==> src/rtl/logic_issue_rv32i.sv <==
// Issue stage for the RV32I XOR/OR/AND gate unit: decode, operand select and a
// two-entry valid/ready skid buffer feeding the unit's in1/in2/type inputs.
module logic_issue_rv32i #(
    parameter logic [2:0] ILLEGAL_TYPE = 3'b011,
    parameter int         CNT_W        = 16
) (
    input  logic             clk,
    input  logic             rst,
    input  logic             flush,
    input  logic             in_valid,
    output logic             in_ready,
    input  logic [31:0]      instr,
    input  logic [31:0]      rs1_data,
    input  logic [31:0]      rs2_data,
    output logic             out_valid,
    input  logic             out_ready,
    output logic [31:0]      op_in1,
    output logic [31:0]      op_in2,
    output logic [2:0]       op_type,
    output logic [4:0]       op_rd,
    output logic             op_illegal,
    output logic [CNT_W-1:0] issued_cnt
);

    typedef struct packed {
        logic [31:0] in1;
        logic [31:0] in2;
        logic [2:0]  typ;
        logic [4:0]  rd;
        logic        ill;
    } entry_t;

    typedef enum logic [1:0] {
        EMPTY = 2'd0,
        BUSY  = 2'd1,
        FULL  = 2'd2
    } state_t;

    state_t           state_q, state_d;
    entry_t           m_q, s_q;
    entry_t           dec_e;
    logic [CNT_W-1:0] cnt_q, cnt_d;
    logic             load_m, load_s, m_from_s;
    logic             accept, consume;

    logic [6:0] opcode;
    logic [2:0] funct3;
    logic [6:0] funct7;
    logic       is_r, is_i, f3_ok;
    logic [2:0] f3_type;
    logic       unused_rs1_field;

    assign opcode           = instr[6:0];
    assign funct3           = instr[14:12];
    assign funct7           = instr[31:25];
    assign unused_rs1_field = ^instr[19:15];

    assign is_r = (opcode == 7'b0110011) && (funct7 == 7'b0000000);
    assign is_i = (opcode == 7'b0010011);

    always_comb begin
        f3_ok   = 1'b1;
        f3_type = ILLEGAL_TYPE;
        unique case (funct3)
            3'b100:  f3_type = 3'b000;
            3'b110:  f3_type = 3'b001;
            3'b111:  f3_type = 3'b010;
            default: f3_ok   = 1'b0;
        endcase
    end

    // Operands are captured even for illegal entries; imm only for OP-IMM.
    always_comb begin
        dec_e     = '0;
        dec_e.in1 = rs1_data;
        dec_e.in2 = is_i ? {{20{instr[31]}}, instr[31:20]} : rs2_data;
        dec_e.rd  = instr[11:7];
        if ((is_r || is_i) && f3_ok) begin
            dec_e.typ = f3_type;
            dec_e.ill = 1'b0;
        end else begin
            dec_e.typ = ILLEGAL_TYPE;
            dec_e.ill = 1'b1;
        end
    end

    // State register
    always_ff @(posedge clk) begin
        if (rst) begin
            state_q <= EMPTY;
        end else begin
            state_q <= state_d;
        end
    end

    // Output logic: handshakes depend on registered state only
    always_comb begin
        in_ready  = (state_q != FULL);
        out_valid = (state_q != EMPTY);
    end

    assign accept  = in_valid && in_ready && !flush;
    assign consume = out_valid && out_ready;

    // Next-state logic
    always_comb begin
        state_d  = state_q;
        load_m   = 1'b0;
        load_s   = 1'b0;
        m_from_s = 1'b0;
        if (flush) begin
            state_d = EMPTY;
        end else begin
            unique case (state_q)
                EMPTY: begin
                    if (accept) begin
                        state_d = BUSY;
                        load_m  = 1'b1;
                    end
                end
                BUSY: begin
                    if (accept && consume) begin
                        load_m = 1'b1;
                    end else if (accept) begin
                        state_d = FULL;
                        load_s  = 1'b1;
                    end else if (consume) begin
                        state_d = EMPTY;
                    end
                end
                FULL: begin
                    if (consume) begin
                        state_d  = BUSY;
                        m_from_s = 1'b1;
                    end
                end
                default: state_d = EMPTY;
            endcase
        end
    end

    always_ff @(posedge clk) begin
        if (rst) begin
            m_q <= '0;
            s_q <= '0;
        end else begin
            if (load_m) begin
                m_q <= dec_e;
            end else if (m_from_s) begin
                m_q <= s_q;
            end
            if (load_s) begin
                s_q <= dec_e;
            end
        end
    end

    // A consume in a flush cycle still counts
    always_comb begin
        cnt_d = cnt_q;
        if (consume) begin
            cnt_d = cnt_q + CNT_W'(1);
        end
    end

    always_ff @(posedge clk) begin
        if (rst) begin
            cnt_q <= '0;
        end else begin
            cnt_q <= cnt_d;
        end
    end

    assign op_in1     = m_q.in1;
    assign op_in2     = m_q.in2;
    assign op_type    = m_q.typ;
    assign op_rd      = m_q.rd;
    assign op_illegal = m_q.ill;
    assign issued_cnt = cnt_q;

endmodule

==> config.mk <==
export PLATFORM = sky130hd
export DESIGN_NAME = logic_issue_rv32i
export DESIGN_NICKNAME = d
export VERILOG_FILES = /design/src/rtl/logic_issue_rv32i.sv
export SDC_FILE = /design/constraint.sdc
export NUM_CORES = 1
export LEC_CHECK = 0
export CORE_MARGIN = 3
export CORE_UTILIZATION = 45
export DETAILED_ROUTE_END_ITERATION = 8
export PLACE_DENSITY_LB_ADDON = 0.3
export SYNTH_ARGS = -nofsm -noshare
export SYNTH_HDL_FRONTEND = slang
export SYNTH_SLANG_ARGS = --single-unit
==> constraint.sdc <==
create_clock -name clk -period 2.15 [get_ports clk]
set_input_delay 0.5375 -clock clk [delete_from_list [all_inputs] [get_ports clk]]
set_output_delay 0.5375 -clock clk [all_outputs]
set_load 0.01 [all_outputs]
* Word level (Yosys, flattened, before mapping)
Index checks and enable logic that the tools add are counted.
Cells by class: add/sub/neg operators 1, multipliers 0, divide/modulo/power cells 0, order comparisons 0, equality and inequality tests 12, shift operators 0, multiplexer cells 23, bitwise gates (word level) 0, reduce and logical (&&, ||, !) cells 15
Operator list (number):
- $mux W73 | 2
- $mux W32 | 1
- $add A16 B1 Y16 const B | 1
- $pmux W2 S3 | 2
- $mux W1 | 11
- $mux W2 | 5
- $eq A3 B3 Y1 const B | 3
- $ne A2 B2 Y1 const B | 4
- $eq A7 B5 Y1 const B | 1
- $eq A7 B6 Y1 const B | 1
- $logic_not A7 Y1 | 1
- $logic_and A1 B1 Y1 | 6
- $reduce_and A4 Y1 | 1
- $reduce_bool A2 Y1 | 2
- $mux W3 | 1
- $ne A3 B3 Y1 const B | 1
- $reduce_or A3 Y1 | 1
- $eq A2 B1 Y1 const B | 1
- $eq A2 B2 Y1 const B | 1
- $logic_not A2 Y1 | 1
- $pmux W1 S2 | 1
- $reduce_or A2 Y1 | 1
- $logic_not A1 Y1 | 1
- $logic_or A1 B1 Y1 | 1
Word-level totals: bits in registers 164, bits in latches 0, bits in writable memories 0, memory bits (read-only) 0, output and inout bits 91, logic and storage cells 63, memories kept 0

* Depth between registers and ports, before layout
depth in word-level cells 8, gate-level depth with buffers 7, mapped depth without buffers 5

* Worst setup path before layout
No wires, ideal clock.
path kind input-to-reg, start input out_ready, end register cnt_q[15] (netlist: issued_cnt[15]), setup time 0.070 ns, arrival time 1.786 ns, required time 2.080 ns, path slack 0.294 ns, cell stages on the path 5, path buffers 1, cell sequence clkbuf_8 > o211ai_4 > or4_4 > or3_1 > a21oi_1
Between the ends: longest elaborated chain between the ends 1
RTL lines:
- start, declared | line 16 | input logic out_ready,
- $logic_and A1 B1 Y1 | line 103 | assign consume = out_valid && out_ready;
- end signal, assigned | line 170 | cnt_q <= cnt_d;
- end, declared | line 42 | logic [CNT_W-1:0] cnt_q, cnt_d;
No other way between the ends. A chain may end at the register's enable or synchronous reset.

* Worst setup path after layout
start register cnt_q[2] (netlist: issued_cnt[2]), end output issued_cnt[2]
RTL lines:
- end, declared | line 22 | output logic [CNT_W-1:0] issued_cnt
No word-level cell between the ends.

==> run metrics <==
Worst VDD drop=0.623 mV; Commonest cells post-synth=dfxtp_1, nand2_1, nor2_1; combinational power share=a little under an eighth; placed instance area=0.00895 mm^2; vias per cell=5.37; Initial DRT Pass Iterations=7; WHS Path Cells=2; DRT Wirelength=17300 um; total grt overflow=0; first-pass GRT wire length=28300 um; fin area=0.00957 mm^2; # port buffers=between 150 and 200; Worst Setup Start Kind=flop; Top delay family on crit path=buffers and inverters; synth unique cells=41; Worst-path clk slew=0.06 ns; Seq pwr share=45.1%; Vias=5917; Synth top area share=48.4%; flops & latches, synth=162; Pleak=3.31 nW; CP Class=reg -> out; Finished Layout Cells=1102; Final HPWL DP=11500 um; Worst EP arrival=1.49 ns; Nets=1011; vias in the first global route=roughly 5700; Sw Share=between 20 and 25%; Peak Freq=493 MHz; Area contributors post-synth=dfxtp_1, mux2i_1, a211oi_1, nand2_1, nor2_1; R2R setup slack=0.35 ns; slowest CP cell=clkdlybuf4s50_1; critical path capture point type=primary output; final worst slack=0.123 ns; crit-path cells=clkdlybuf4s50_1; chip width=between 100 and 150 um; initial antenna violation count=0; Clock Skews=~0.0085 ns; Clk pwr share=between 40% and 50%; Area Overhead vs Synth=42.9%; Longest Clk Path Bufs=2; Pins Over Slew Limit=0; Mapped Area=0.00670 mm^2; die height=128 um; most frequent cell after synthesis=dfxtp_1; clk_lat worst skew=0.42 ns; Core Region=0.0142 mm^2; worst hold path type=reg -> reg; diode count=0; Power Total=7.06 mW; drt drc=0; # hold bufs at CTS=0; total net switching power=1.63 mW; syn_nets=830; gr usage total=21.3%; Mapped Cells=728; Antenna Nets Post-Route=0; RSZ-0062 raised after global routing=no; MaxCap Viol Count=0; Hold Fails Final Rpt=0; GP Congestion=0.765; leading area contributor after synthesis=dfxtp_1; Core Util, Final=67.4%; wire per inst=~16 um; Final period util=a little over nine tenths; fraction of layout cells with a size suffix above 1=9.11%; setup TNS=0 ns; Crit Path Max Fanout=5; top_reg_cell synth=dfxtp_1; initial core utilization=between 40% and 50%; PD cells=737 mW/mm^2; EDFF count, synth=0; Hold Slack=around 0.45 ns; CTS Sinks=162; Synth Warn #=0; Worst path depth=1; H-tree depth=4; Root Driver=clkbuf_16; asr flop ratio synth=0%; Pint=5.42 mW; pin count of the biggest net entering global routing=94; CTS tree=done; placed insts=around 1100; syn_area_per_cell=9.20 um^2; Boundary Pins=192; slowest stage delay, CP=between 0.6 and 0.7 ns; Buf/Inv on CP=1; worst endpoint required time=between 1.5 and 2 ns; pre-CTS WS=-0.234 ns; Final Critical Period=2.03 ns; TritonCTS buffer count=17; Die Area=0.0164 mm^2; r2r worst-path depth=4; DR iter-0 viols=400; Seq/Total Area, Yosys=between 40% and 50%; FP Rows=43; final count of negative-setup-slack endpoints=0; status=finished clean
logic make-up (layout without fill, tap and decap cells):
family	count (synthesis)	in the layout	synth area share, %
AOI/OAI and AO/OA	170	170	18.1
xor gates and xnor gates	13	13	1.70
adders and majority gates	1	1	0.187
buffers and inverters	68	262	5.12
DFF	162	162	48.4
muxes	72	72	10.8
other	1	1	0.0560
and+or+nand+nor	241	241	15.6
power by group through the flow:
stage	Sequential [mW]	Clock [mW]	Combinational (mW)
finish	3.18	3.06	0.814
global route	3.19	3.26	0.882
CTS	3.18	3.12	0.821
detailed placement	3.25	0	0.814
global placement	3.24	0	0.805
floorplan	3.28	0	0.295
sequential cells by signal, summed over array words and instances (netlist names):
register	cells
op_rd	5
op_in2	32
op_in1	32
op_illegal	1
issued_cnt	16
state_q	2
op_type	2
s_q	72
routing by layer:
layer	part of all wire [%]	global-route usage [%]	vias up
li1	-	-	2956
met1	44	28.0	2800
met2	48	34.3	140
met3	6.1	6.08	21
met4	1.4	6.18	0
met5	0	0	-
what timing repair did:
| action | CTS | global route |
|---|---|---|
| endpoints found under the setup margin | 2 | 2 |
| pin swaps | 0 | 0 |
| resized for setup | 2 | 2 |
| buffers inserted | 0 | 0 |
area by class of cell:
| type | instances | area, um^2 |
|---|---|---|
| clock buffer | 21 | 480 |
| clock inverter | 11 | 128 |
| fill | 1138 | 4630 |
| inverter | 3 | 11.3 |
| multi-input combinational | 498 | 3120 |
| sequential | 162 | 3250 |
| tap | 180 | 225 |
| timing repair buffer | 227 | 2360 |
placed cells by master (no fill, tap or decap), drive strengths merged, types with 2 or more instances in the layout:
| cell type | n |
|---|---|
| xor2 | 4 |
| clkdlybuf4s50 | 182 |
| a221oi | 27 |
| inv | 4 |
| nand2 | 108 |
| nand3 | 3 |
| bufinv | 2 |
| or3 | 3 |
| xnor2 | 9 |
| clkinvlp | 3 |
| dlymetal6s2s | 2 |
| nand4 | 4 |
| dfxtp | 162 |
| nor4 | 4 |
| buf | 43 |
| nor3 | 8 |
| a211oi | 84 |
| a311oi | 4 |
| nor3b | 2 |
| clkbuf | 21 |
| mux2i | 72 |
| nand2b | 6 |
| nor2b | 11 |
| clkinv | 5 |
| and2 | 2 |
| nor2 | 85 |
| a21oi | 46 |
| o21ai | 3 |
final timing paths:
kind                       from        endpoint
setup / recovery  issued_cnt[2]   issued_cnt[2]
hold reg to reg         s_q[71]         s_q[71]
setup reg to reg  issued_cnt[4]  issued_cnt[15]
hold / removal          s_q[71]         s_q[71]
Power figures use the tool's default switching activity.
